File: config.mk
export PLATFORM = sky130hd
export DESIGN_NAME = latch_sr
export DESIGN_NICKNAME = d
export VERILOG_FILES = /design/src/rtl/latch_sr.sv
export SDC_FILE = /design/constraint.sdc
export NUM_CORES = 1
export LEC_CHECK = 0
export ABC_CLOCK_PERIOD_IN_PS = 800
export BUFFER_PORTS_ARGS = -buffer_cell sky130_fd_sc_hd__buf_2
export CAP_MARGIN = 20
export CORE_AREA = 3 3 40 42
export CTS_BUF_LIST = sky130_fd_sc_hd__clkbuf_16
export CTS_CLUSTER_SIZE = 12
export DETAILED_ROUTE_END_ITERATION = 8
export DIE_AREA = 0 0 43 45
export PLACE_DENSITY = 0.43
export REMOVE_ABC_BUFFERS = 1
export SLEW_MARGIN = 20
export SYNTH_ARGS = -nofsm -noshare
export SYNTH_HDL_FRONTEND = slang
export SYNTH_SLANG_ARGS = --single-unit
File: constraint.sdc
create_clock -name clk -period 0.8 [get_ports clk]
set_input_delay 0.08 -clock clk [delete_from_list [all_inputs] [get_ports clk]]
set_output_delay 0.08 -clock clk [all_outputs]
set_load 0.02 [all_outputs]
File: src/rtl/latch_sr.sv
// latch_sr: per-bit clocked set/reset flag register with optional request
// synchronizers, complementary outputs and one-cycle change-of-state pulses.
module latch_sr #(
  parameter int               WIDTH        = 1,
  parameter int               SYNC_STAGES  = 2,
  parameter logic [WIDTH-1:0] RESET_VALUE  = '0,
  parameter int               SET_DOMINANT = 0
) (
  input  logic             clk,
  input  logic             rst_n,
  input  logic [WIDTH-1:0] s,
  input  logic [WIDTH-1:0] r,
  output logic [WIDTH-1:0] q,
  output logic [WIDTH-1:0] q_n,
  output logic [WIDTH-1:0] q_rise,
  output logic [WIDTH-1:0] q_fall
);

  logic [WIDTH-1:0] ss;
  logic [WIDTH-1:0] rs;
  logic [WIDTH-1:0] flag_d;
  logic [WIDTH-1:0] flag_q;
  logic [WIDTH-1:0] prev_q;

  // Both-active resolution is a build-time choice, so no indeterminate state exists.
  function automatic logic [WIDTH-1:0] sr_next(input logic [WIDTH-1:0] cur,
                                               input logic [WIDTH-1:0] set_req,
                                               input logic [WIDTH-1:0] clr_req);
    if (SET_DOMINANT != 0) begin
      return (cur & ~clr_req) | set_req;
    end
    return (cur | set_req) & ~clr_req;
  endfunction

  generate
    if (SYNC_STAGES == 0) begin : g_nosync
      assign ss = s;
      assign rs = r;
    end else begin : g_sync
      logic [WIDTH-1:0] s_sync_q [SYNC_STAGES];
      logic [WIDTH-1:0] r_sync_q [SYNC_STAGES];

      // Stage p0..pN-1: s and r share one chain depth so their relative timing holds.
      always_ff @(posedge clk or negedge rst_n) begin
        if (!rst_n) begin
          for (int i = 0; i < SYNC_STAGES; i++) begin
            s_sync_q[i] <= '0;
            r_sync_q[i] <= '0;
          end
        end else begin
          s_sync_q[0] <= s;
          r_sync_q[0] <= r;
          for (int i = 1; i < SYNC_STAGES; i++) begin
            s_sync_q[i] <= s_sync_q[i-1];
            r_sync_q[i] <= r_sync_q[i-1];
          end
        end
      end

      assign ss = s_sync_q[SYNC_STAGES-1];
      assign rs = r_sync_q[SYNC_STAGES-1];
    end
  endgenerate

  always_comb begin
    flag_d = sr_next(flag_q, ss, rs);
  end

  // Flag stage plus its one-edge-delayed copy for change detection.
  always_ff @(posedge clk or negedge rst_n) begin
    if (!rst_n) begin
      flag_q <= RESET_VALUE;
      prev_q <= RESET_VALUE;
    end else begin
      flag_q <= flag_d;
      prev_q <= flag_q;
    end
  end

  assign q      = flag_q;
  assign q_n    = ~flag_q;
  assign q_rise = flag_q & ~prev_q;
  assign q_fall = ~flag_q & prev_q;

endmodule

# ---- Yosys cells after proc, flatten, opt, wreduce, memory -nomap -nowiden
# Cells that the tools add are included.
dict set report word_totals {
  word_cells 13
  ff_bits 6
  out_inout_bits 4
  input_bits 4
}
dict set report classes {
  bitwise 7
}
# cell count
set op_table {}
lappend op_table {{1-bit bitwise AND} 3}
lappend op_table {{1-bit inverter} 3}
lappend op_table {{1-bit OR} 1}

# ---- Longest topological paths before layout
# Gate-level depths: netlist of the first run.
dict set report depth {
  word_depth 2
  ltp_mapped 1
  depth_no_buf 1
}

# ---- Worst setup path after synthesis of the first run
# OpenSTA, ideal clock, no wires.
dict set report synth_path {
  path_kind {register -> output}
  start {register flag_q, in the netlist q}
  end {output q_fall}
  slack_ns -0.101
  stages_incl_launch_ff 2
  path_buffers 0
  arrival_time_ns 0.821
  required_ns 0.720
  cell_sequence {dfrtp_1 > nor2b_1}
}
dict set report synth_between {
  elab_chain_cells 2
}
# item line_no
set synth_rtl {}
lappend synth_rtl {{start: declaration} 22} ;# logic [WIDTH-1:0] flag_q;
lappend synth_rtl {{start signal: assignment} 75} ;# flag_q <= flag_d;
lappend synth_rtl {{1-bit inverter} 83} ;# assign q_fall = ~flag_q & prev_q;
lappend synth_rtl {{1-bit bitwise AND} 83}
lappend synth_rtl {{end: declaration} 16} ;# output logic [WIDTH-1:0] q_fall
# Every way passes these cells.

# ---- Final worst setup path of the first run
dict set report layout_path {
  start {register flag_q, in the netlist q}
  end {output q_rise}
}
dict set report layout_between {
  elab_chain_cells 1
}
# item line_no
set layout_rtl {}
lappend layout_rtl {{1-bit bitwise AND} 82} ;# assign q_rise = flag_q & ~prev_q;
lappend layout_rtl {{end: declaration} 15} ;# output logic [WIDTH-1:0] q_rise,
# Every way passes these cells.

==> flow_metrics.env, run 1 <==
export IMPL_status="finished, violations left"
export IMPL_violations="negative setup slack"
export IMPL_drt_initial_drc_count=0
export IMPL_worstHoldPathType="in -> async"
export IMPL_track_usage_pct=4.87
export IMPL_synthToLayoutAreaGrowth_pct=109
export IMPL_crit_type="reg -> out"
export IMPL_comb_power_share_pct=7.7
export IMPL_clockBufferDepth=2
export IMPL_regArea_um2=150
export IMPL_grt_overflow=0
export IMPL_netlist_area_um2=179
export IMPL_slowest_delay_ns=0.39
export IMPL_start_util_pct=13.9
export IMPL_critPathTopFamily="flip-flops"
export IMPL_clkLatencyLatePin_ns=0.23
export IMPL_pre_cts_ws_ns=-0.0464
export IMPL_finalWeightedCongestion=0.539
export IMPL_setup_viol=5
export IMPL_path_clk_slew_ns=0.03
export IMPL_cts_root_buf="clkbuf_16"
export IMPL_die_area_mm2=0.00194
export IMPL_fin_crit_sh_pct=129
export IMPL_period_minus_slack_ns=1.03
export IMPL_dp_cells=32
export IMPL_placement_io_buffers=7
export IMPL_rr_endpoint="q$_DFF_PN0_"
export IMPL_peakVddDrop_mv=2.10
export IMPL_layout_commonest_cell="dfrtp_1"
export IMPL_cts_tree="yes"
export IMPL_synth_distinct_cells=5
export IMPL_multi_input_area_um2=25.0
export IMPL_path_cells="and2b_2 -> buf_6"
export IMPL_arrival_ns=0.95
export IMPL_path_max_fanout=4
export IMPL_synth_area_per_cell_um2=17.9
export IMPL_antennaDiodeCount=0
export IMPL_die_y_um=45
export IMPL_drive_above_1_share_pct=52.0
export IMPL_cts_sinks=6
export IMPL_dpl_instance_area_um2=233
export IMPL_ant_nets=0
export IMPL_slew_violations=0
export IMPL_reg2reg_slack_ns=-0.01
export IMPL_cp_buffers_inverters=1
export IMPL_die_w_um=43
export IMPL_start_kind="register"
export IMPL_yosysSeqAreaShare_pct=83.9
export IMPL_total_power_uw=1220
export IMPL_pin_count=8
export IMPL_end_kind="primary output"
export IMPL_viasPerCell=3.30
export IMPL_p_sw_uw=201
export IMPL_p_sw_share_pct=16.5
export IMPL_crit_path_top_delay_cell="dfrtp_1"
export IMPL_clockPowerShare_pct=65.3
export IMPL_dr_pass1_iters=1
export IMPL_p_seq_share_pct=27.0
export IMPL_fin_nets=31
export IMPL_worst_slack_ns=-0.230
export IMPL_grt_max_degree=7
export IMPL_ys_seq_elements=6
export IMPL_wl_per_cell_um=8.43
export IMPL_cp_required_ns=0.72
export IMPL_ff2ff_path_depth=2
export IMPL_route_detailed_drc=0
export IMPL_p_leak_uw=0.000185
export IMPL_rows=13
export IMPL_crit_reg2reg_launch="q$_DFF_PN0_"
export IMPL_p_int_uw=1020
export IMPL_yosys_warnings=0
export IMPL_path_depth=2
export IMPL_grt_first_pass_wirelength_um=593
export IMPL_grt_pass1_vias=152
export IMPL_relSlewSlack_pct=90.9
export IMPL_max_freq_mhz=971
export IMPL_numCtsBuffers=3
export IMPL_grt_setup_unrepaired="yes"
export IMPL_maxCapViolations=0
export IMPL_tightestPinTransition_ns=0.136
export IMPL_final_util_pct=29.1
export IMPL_n_fill_cell=132
export IMPL_antenna_found_initial=0
export IMPL_power_density_mw_per_mm2=3260
export IMPL_coreArea_mm2=0.00128
export IMPL_finalInstanceArea_um2=374
export IMPL_htree_num_levels=1
export IMPL_skew_ns=0.00401
export IMPL_vias=132
export IMPL_synthCells=10
export IMPL_routed_wirelength_um=337
export IMPL_fin_cells=40
export IMPL_hold_viol_final=0
-- per-layer routing --
layer | global-route usage [%] | part of all wire, %
met5 | 0 | 0
met2 | 7.19 | 48
met1 | 3.95 | 33
met3 | 5.98 | 18
met4 | 1.81 | 0
-- area by class of cell --
class	instances	share of cell area, %
Multi-Input combinational cell	3	6.69
Tap cell	15	5.02
Clock buffer	3	20.1
Inverter	1	1.00
Sequential cell	6	40.1
Timing Repair Buffer	12	27.1
-- kinds of logic (layout without fill, tap and decap cells) --
family	count (synthesis)	in the layout	share of synthesized area (%)
DFF	6	6	83.9
AOI/OAI and AO/OA	1	1	5.59
buffers and inverters	1	16	2.10
and+or+nand+nor	2	2	8.39
-- per-stage QoR --
| step | TNS [ns] | hold slack [ns] |
|---|---|---|
| 6_report | -0.791 | 0.214 |
| 5_1_grt | -1.01 | 0.242 |
| 4_1_cts | -0.802 | 0.215 |
| 3_5_place_dp | -0.0464 | -0.0920 |
| 3_3_place_gp | -0.0236 | -0.0981 |
| 2_1_floorplan | -0.123 | -0.216 |
-- power groups by stage --
stage	clock, uW	combinational [uW]	sequential, uW
2_1_floorplan	0	24.8	337
3_3_place_gp	0	54.0	333
3_5_place_dp	0	54.6	335
4_1_cts	804	93.9	330
5_1_grt	837	102	332
6_report	795	93.6	329
-- worst register-to-register path, cell delays in order, from the launching register on --
cell     delay, ns
dfrtp_1       0.39
buf_4         0.14
o21ba_1       0.17
-- cells in the mapped netlist --
master,instances,area (um^2)
nor2b_1,1,6.26
dfrtp_1,6,150
o21ba_1,1,10.0
and2b_2,1,8.76
inv_1,1,3.75
-- registers in the layout (all words and copies together) (netlist names) --
name	cells
g_sync.s_sync_q	1
g_sync.r_sync_q	1
rs	1
prev_q	1
ss	1
q	1
-- repair_timing --
item | 4_1_cts | 5_1_grt
gates resized for setup | 7 | 0
hold buffers | 3 | 0
buffers inserted | 2 | 0
endpoints found under the setup margin | 4 | 5
hold endpoints to repair | 8 | 0
-- worst max path at each step --
| stage | startpoint | slack [ns] | endpoint |
|---|---|---|---|
| after global placement | q$_DFF_PN0_ | -0.02 | q_rise |
| final | q$_DFF_PN0_ | -0.23 | q_rise |
| after floorplan | q$_DFF_PN0_ | -0.10 | q_fall |
| after detailed placement | q$_DFF_PN0_ | -0.05 | q_rise |
| after CTS | q$_DFF_PN0_ | -0.24 | q_rise |
| after global routing | q$_DFF_PN0_ | -0.27 | q_rise |
Power figures use the tool's default switching activity.
==> run 2: changes to the inputs <==
Settings changed: CORE_AREA 3 3 40 42 to 2 2 39 41, DIE_AREA 0 0 43 45 to 0 0 41 43.
==> run 2 against run 1 <==
  * The run still ends with negative setup slack left
  * Flip-flop and latch count unchanged
  * Highest routed layer is now met4
  * Clock power down 0.8%
  * Critical path depth unchanged
  * Total power down 1.2%
  * Clock-buffer cell count unchanged
  * Critical endpoint unchanged
  * Combinational power down 8.4%
  * Setup slack better by 0.0027 ns
  * Register-to-register slack better by 0.12 ns
==> flow_metrics.env, run 2 (same netlist as run 1, synthesis figures left out) <==
export IMPL_status="finished, violations left"
export IMPL_violations="negative setup slack"
export IMPL_antenna_found_initial=0
export IMPL_period_minus_slack_ns=1.03
export IMPL_dr_pass1_iters=2
export IMPL_numCtsBuffers=3
export IMPL_max_freq_mhz=973
export IMPL_start_util_pct=12.9
export IMPL_finalWeightedCongestion=0.520
export IMPL_slew_violations=0
export IMPL_dp_hpwl_um=217
export IMPL_coreArea_mm2=0.00138
export IMPL_drt_initial_drc_count=3
export IMPL_wl_per_cell_um=7.50
export IMPL_total_power_uw=1200
export IMPL_path_max_fanout=4
export IMPL_start_kind="register"
export IMPL_cp_required_ns=0.72
export IMPL_pre_cts_ws_ns=-0.00754
export IMPL_die_area_mm2=0.00176
export IMPL_ant_nets=0
export IMPL_track_usage_pct=5.27
export IMPL_die_w_um=41
export IMPL_die_y_um=43
export IMPL_cts_root_buf="clkbuf_16"
export IMPL_maxCapViolations=0
export IMPL_drive_above_1_share_pct=50.0
export IMPL_clkLatencyLatePin_ns=0.22
export IMPL_vias=131
export IMPL_cts_sinks=6
export IMPL_route_detailed_drc=0
export IMPL_synthToLayoutAreaGrowth_pct=103
export IMPL_cts_tree="yes"
export IMPL_clockBufferDepth=2
export IMPL_relSlewSlack_pct=91.2
export IMPL_arrival_ns=0.95
export IMPL_htree_num_levels=1
export IMPL_grt_setup_unrepaired="yes"
export IMPL_path_clk_slew_ns=0.03
export IMPL_hold_viol_final=0
export IMPL_peakVddDrop_mv=1.36
export IMPL_hold_ws_ns=0.216
export IMPL_pin_count=8
export IMPL_grt_max_degree=7
export IMPL_fin_nets=30
export IMPL_crit_type="reg -> out"
export IMPL_setup_viol=4
export IMPL_skew_ns=0.00309
export IMPL_layout_commonest_cell="dfrtp_1"
export IMPL_worstHoldPathType="in -> async"
export IMPL_worst_slack_ns=-0.227
export IMPL_power_density_mw_per_mm2=3300
export IMPL_layout_common_cells="dfrtp_1 (6), clkbuf_16 (3), dlygate4sd3_1 (3), buf_2 (3), buf_4 (3)"
export IMPL_end_kind="primary output"
export IMPL_p_leak_uw=0.000179
export IMPL_dpl_instance_area_um2=241
export IMPL_rows=14
export IMPL_grt_first_pass_wirelength_um=496
export IMPL_finalInstanceArea_um2=364
export IMPL_tightestPinTransition_ns=0.132
export IMPL_grt_overflow=0
export IMPL_routed_wirelength_um=300
export IMPL_viasPerCell=3.28
export IMPL_placement_io_buffers=7
export IMPL_fin_crit_sh_pct=128
export IMPL_antennaDiodeCount=0
export IMPL_grt_pass1_vias=136
## run 2: changes by cell type in the layout (fill, tap and decap cells not counted)
cell,change
buf_6,-1
## run 2: power breakdown
| group | total [uW] | switching (uW) | internal (uW) |
|---|---|---|---|
| Clock | 789 | 149 | 640 |
| Sequential | 329 | 6.32 | 323 |
| Combinational | 85.7 | 37.7 | 47.9 |
## run 2: layout make-up
cell class	count	area [um^2]
sequential	6	150
tap	16	20.0
inverter	1	3.75
fill	146	1020
clock buffer	3	75.1
timing repair buffer	11	90.1
multi-input combinational	3	25.0
## run 2: what timing repair did
action                     CTS  global route
hold endpoints to repair     8             0
hold buffers                 3             0
gates resized for setup      6             0
buffers inserted             0             0
setup endpoints to repair    4             4
## run 2: per-layer routing
metal | GRT usage, % | up-vias | share of wire, %
met1 | 2.98 | 59 | 33
li1 | - | 60 | -
met2 | 6.88 | 10 | 43
met5 | 0 | - | 0
met3 | 7.85 | 2 | 21
met4 | 4.00 | 0 | 3.3
## run 2: per-stage QoR
| stage | cells | util [%] | TNS (ns) |
|---|---|---|---|
| after floorplan | 10 | - | -0.123 |
| after global placement | 34 | 17.5 | 0 |
| after detailed placement | 34 | 17.5 | -0.0140 |
| after CTS | 40 | 26.3 | -0.836 |
| after global routing | 40 | 26.3 | -0.914 |
| final | 40 | 26.3 | -0.797 |
## run 2: worst paths after layout
| path | end | depth (start not counted) | startpoint | slack [ns] |
|---|---|---|---|---|
| max reg2reg | q$_DFF_PN0_ | 1 | q$_DFF_PN0_ | 0.11 |
| max | q_rise | 2 | q$_DFF_PN0_ | -0.23 |
| min reg2reg | ss$_DFF_PN0_ | 0 | g_sync.s_sync_q[1]$_DFF_PN0_ | 0.34 |
| min | rs$_DFF_PN0_ | 2 | rst_n | 0.22 |
| min in group clk | ss$_DFF_PN0_ | 0 | g_sync.s_sync_q[1]$_DFF_PN0_ | 0.34 |
| max in group asynchronous | g_sync.r_sync_q[1]$_DFF_PN0_ | 2 | rst_n | 0.44 |
## run 2: critical path, stage by stage, from the launching register on
cell and delay [ns]:
dfrtp_1 0.39, and2b_2 0.21, buf_6 0.13
==> run 3: changes to the inputs <==
--- a/config.mk
+++ b/config.mk
@@ -9,3 +9,2 @@
 export BUFFER_PORTS_ARGS = -buffer_cell sky130_fd_sc_hd__buf_2
-export CAP_MARGIN = 20
 export CORE_AREA = 2 2 39 41
--- a/constraint.sdc
+++ b/constraint.sdc
@@ -3,2 +3,2 @@
 set_output_delay 0.08 -clock clk [all_outputs]
-set_load 0.02 [all_outputs]
+set_load 0.1 [all_outputs]
==> run 3 against run 2 <==
  * The flow still finishes with violations (negative setup slack)
  * Cell area increased by 16%
  * Combinational power rose to 2.6 times the previous value
  * Clock power increased by 1%
  * Core utilization increased by 4.3 points
  * Fmax down 6.9%
  * Critical path depth unchanged
  * Global-route usage grew 1.2 points
  * Largest cell class unchanged
  * Largest power group unchanged
==> flow_metrics.env, run 3 (same netlist as run 1, synthesis figures left out) <==
export IMPL_end_kind="primary output"
export IMPL_start_util_pct=12.9
export IMPL_total_power_uw=1350
export IMPL_drive_above_1_share_pct=61.5
export IMPL_power_density_mw_per_mm2=3190
export IMPL_layout_common_cells="dfrtp_1 (6), buf_12 (4)"
export IMPL_grt_pass1_vias=149
export IMPL_coreArea_mm2=0.00138
export IMPL_ant_nets=0
export IMPL_maxCapViolations=0
export IMPL_worst_slack_ns=-0.304
export IMPL_wl_per_cell_um=8.17
export IMPL_clockBufferDepth=2
export IMPL_hold_viol_final=0
export IMPL_max_freq_mhz=906
export IMPL_relSlewSlack_pct=91.2
export IMPL_cts_sinks=6
export IMPL_drt_initial_drc_count=0
export IMPL_p_int_uw=1050
export IMPL_arrival_ns=1.02
export IMPL_grt_busiest_layer="met2"
export IMPL_htree_num_levels=1
export IMPL_p_leak_uw=0.000203
export IMPL_violations="negative setup slack"
export IMPL_die_w_um=41
export IMPL_antennaDiodeCount=0
export IMPL_routed_wirelength_um=343
export IMPL_grt_first_pass_wirelength_um=607
export IMPL_track_usage_pct=6.49
export IMPL_path_clk_slew_ns=0.03
export IMPL_period_minus_slack_ns=1.10
export IMPL_die_y_um=43
export IMPL_cts_root_buf="clkbuf_16"
export IMPL_p_sw_uw=300
export IMPL_die_area_mm2=0.00176
export IMPL_fin_crit_sh_pct=138
export IMPL_start_kind="register"
export IMPL_layout_commonest_cell="dfrtp_1"
export IMPL_peakVddDrop_mv=1.36
export IMPL_cts_tree="yes"
export IMPL_dr_pass1_iters=1
export IMPL_route_detailed_drc=0
export IMPL_fin_cells=42
export IMPL_dp_cells=35
export IMPL_synthToLayoutAreaGrowth_pct=137
export IMPL_comb_power_share_pct=16.4
export IMPL_p_sw_share_pct=22.2
export IMPL_pin_count=8
export IMPL_tightestPinTransition_ns=0.132
export IMPL_numCtsBuffers=3
export IMPL_clkLatencyLatePin_ns=0.23
export IMPL_cp_required_ns=0.72
export IMPL_grt_util_met2_pct=8.44
export IMPL_clockPowerShare_pct=59.2
export IMPL_n_fill_cell=146
export IMPL_path_max_fanout=4
export IMPL_worstHoldPathType="in -> async"
export IMPL_grt_setup_unrepaired="yes"
export IMPL_grt_use_met1_pct=4.32
export IMPL_dp_hpwl_um=253
export IMPL_slew_violations=0
export IMPL_status="finished, violations left"
export IMPL_setup_viol=5
export IMPL_placement_io_buffers=7
export IMPL_crit_type="reg -> out"
export IMPL_grt_max_degree=7
export IMPL_p_seq_share_pct=24.4
export IMPL_rows=14
export IMPL_antenna_found_initial=0
export IMPL_finalWeightedCongestion=0.520
export IMPL_grt_overflow=0
export IMPL_viasPerCell=3.31
export IMPL_skew_ns=0.00319
export IMPL_ff2ff_path_depth=3
export IMPL_fin_nets=32
export IMPL_vias=139
export IMPL_met3_usage_pct=6.28
## run 3: power by group through the flow
stage          sequential (uW)  clock [uW]  combinational (uW)
2_1_floorplan              358           0                89.3
3_3_place_gp               332           0                 203
3_5_place_dp               334           0                 206
6_report                   329         800                 222
4_1_cts                    329         824                 225
5_1_grt                    332         840                 233
## run 3: per-layer routing
metal,up-vias,share of wire [%],routed length (um)
met5,-,0,0
met3,2,16,56
met1,63,26,90
met2,11,51,176
met4,0,5.8,20
li1,63,-,-
## run 3: worst paths after layout
| kind | from | slack (ns) | end |
|---|---|---|---|
| worst max-delay path | q$_DFF_PN0_ | -0.30 | q_rise |
| worst min-delay path | rst_n | 0.20 | q$_DFF_PN0_ |
| max in group asynchronous | rst_n | 0.46 | rs$_DFF_PN0_ |
| worst max register to register | q$_DFF_PN0_ | -0.16 | q$_DFF_PN0_ |
| worst min register to register | g_sync.s_sync_q[1]$_DFF_PN0_ | 0.34 | ss$_DFF_PN0_ |
| min in group clk | g_sync.s_sync_q[1]$_DFF_PN0_ | 0.34 | ss$_DFF_PN0_ |
## run 3: per-stage QoR
stage | setup slack [ns] | setup TNS [ns] | hold slack (ns) | instance area, um^2 | util (%)
floorplan | -1.53 | -4.32 | -0.216 | 179 | -
global route | -0.342 | -1.47 | 0.247 | 424 | 30.7
finish | -0.304 | -1.23 | 0.202 | 424 | 30.7
CTS | -0.308 | -1.25 | 0.202 | 424 | 30.7
global placement | -0.0796 | -0.136 | -0.0996 | 309 | 22.3
detailed placement | -0.110 | -0.222 | -0.0923 | 309 | 22.3
## run 3: worst max-delay path, stage by stage, from the launching register on
cell	delay, ns
dfrtp_1	0.40
and2b_2	0.23
buf_12	0.16
## run 3: layout make-up
type	instances	area, um^2	area share [%]
clock buffers	3	75.1	17.7
inverters	1	3.75	0.885
multi-input cells	3	27.5	6.49
flip-flops and latches	6	150	35.4
well taps	16	20.0	4.72
repair buffers	13	148	34.8
## run 3: repair_timing
item,in CTS,in global routing
pin swaps,0,0
hold buffers,3,0
endpoints found under the setup margin,5,6
endpoints found under the hold margin,8,0
resized for setup,2,0
buffers inserted,1,0
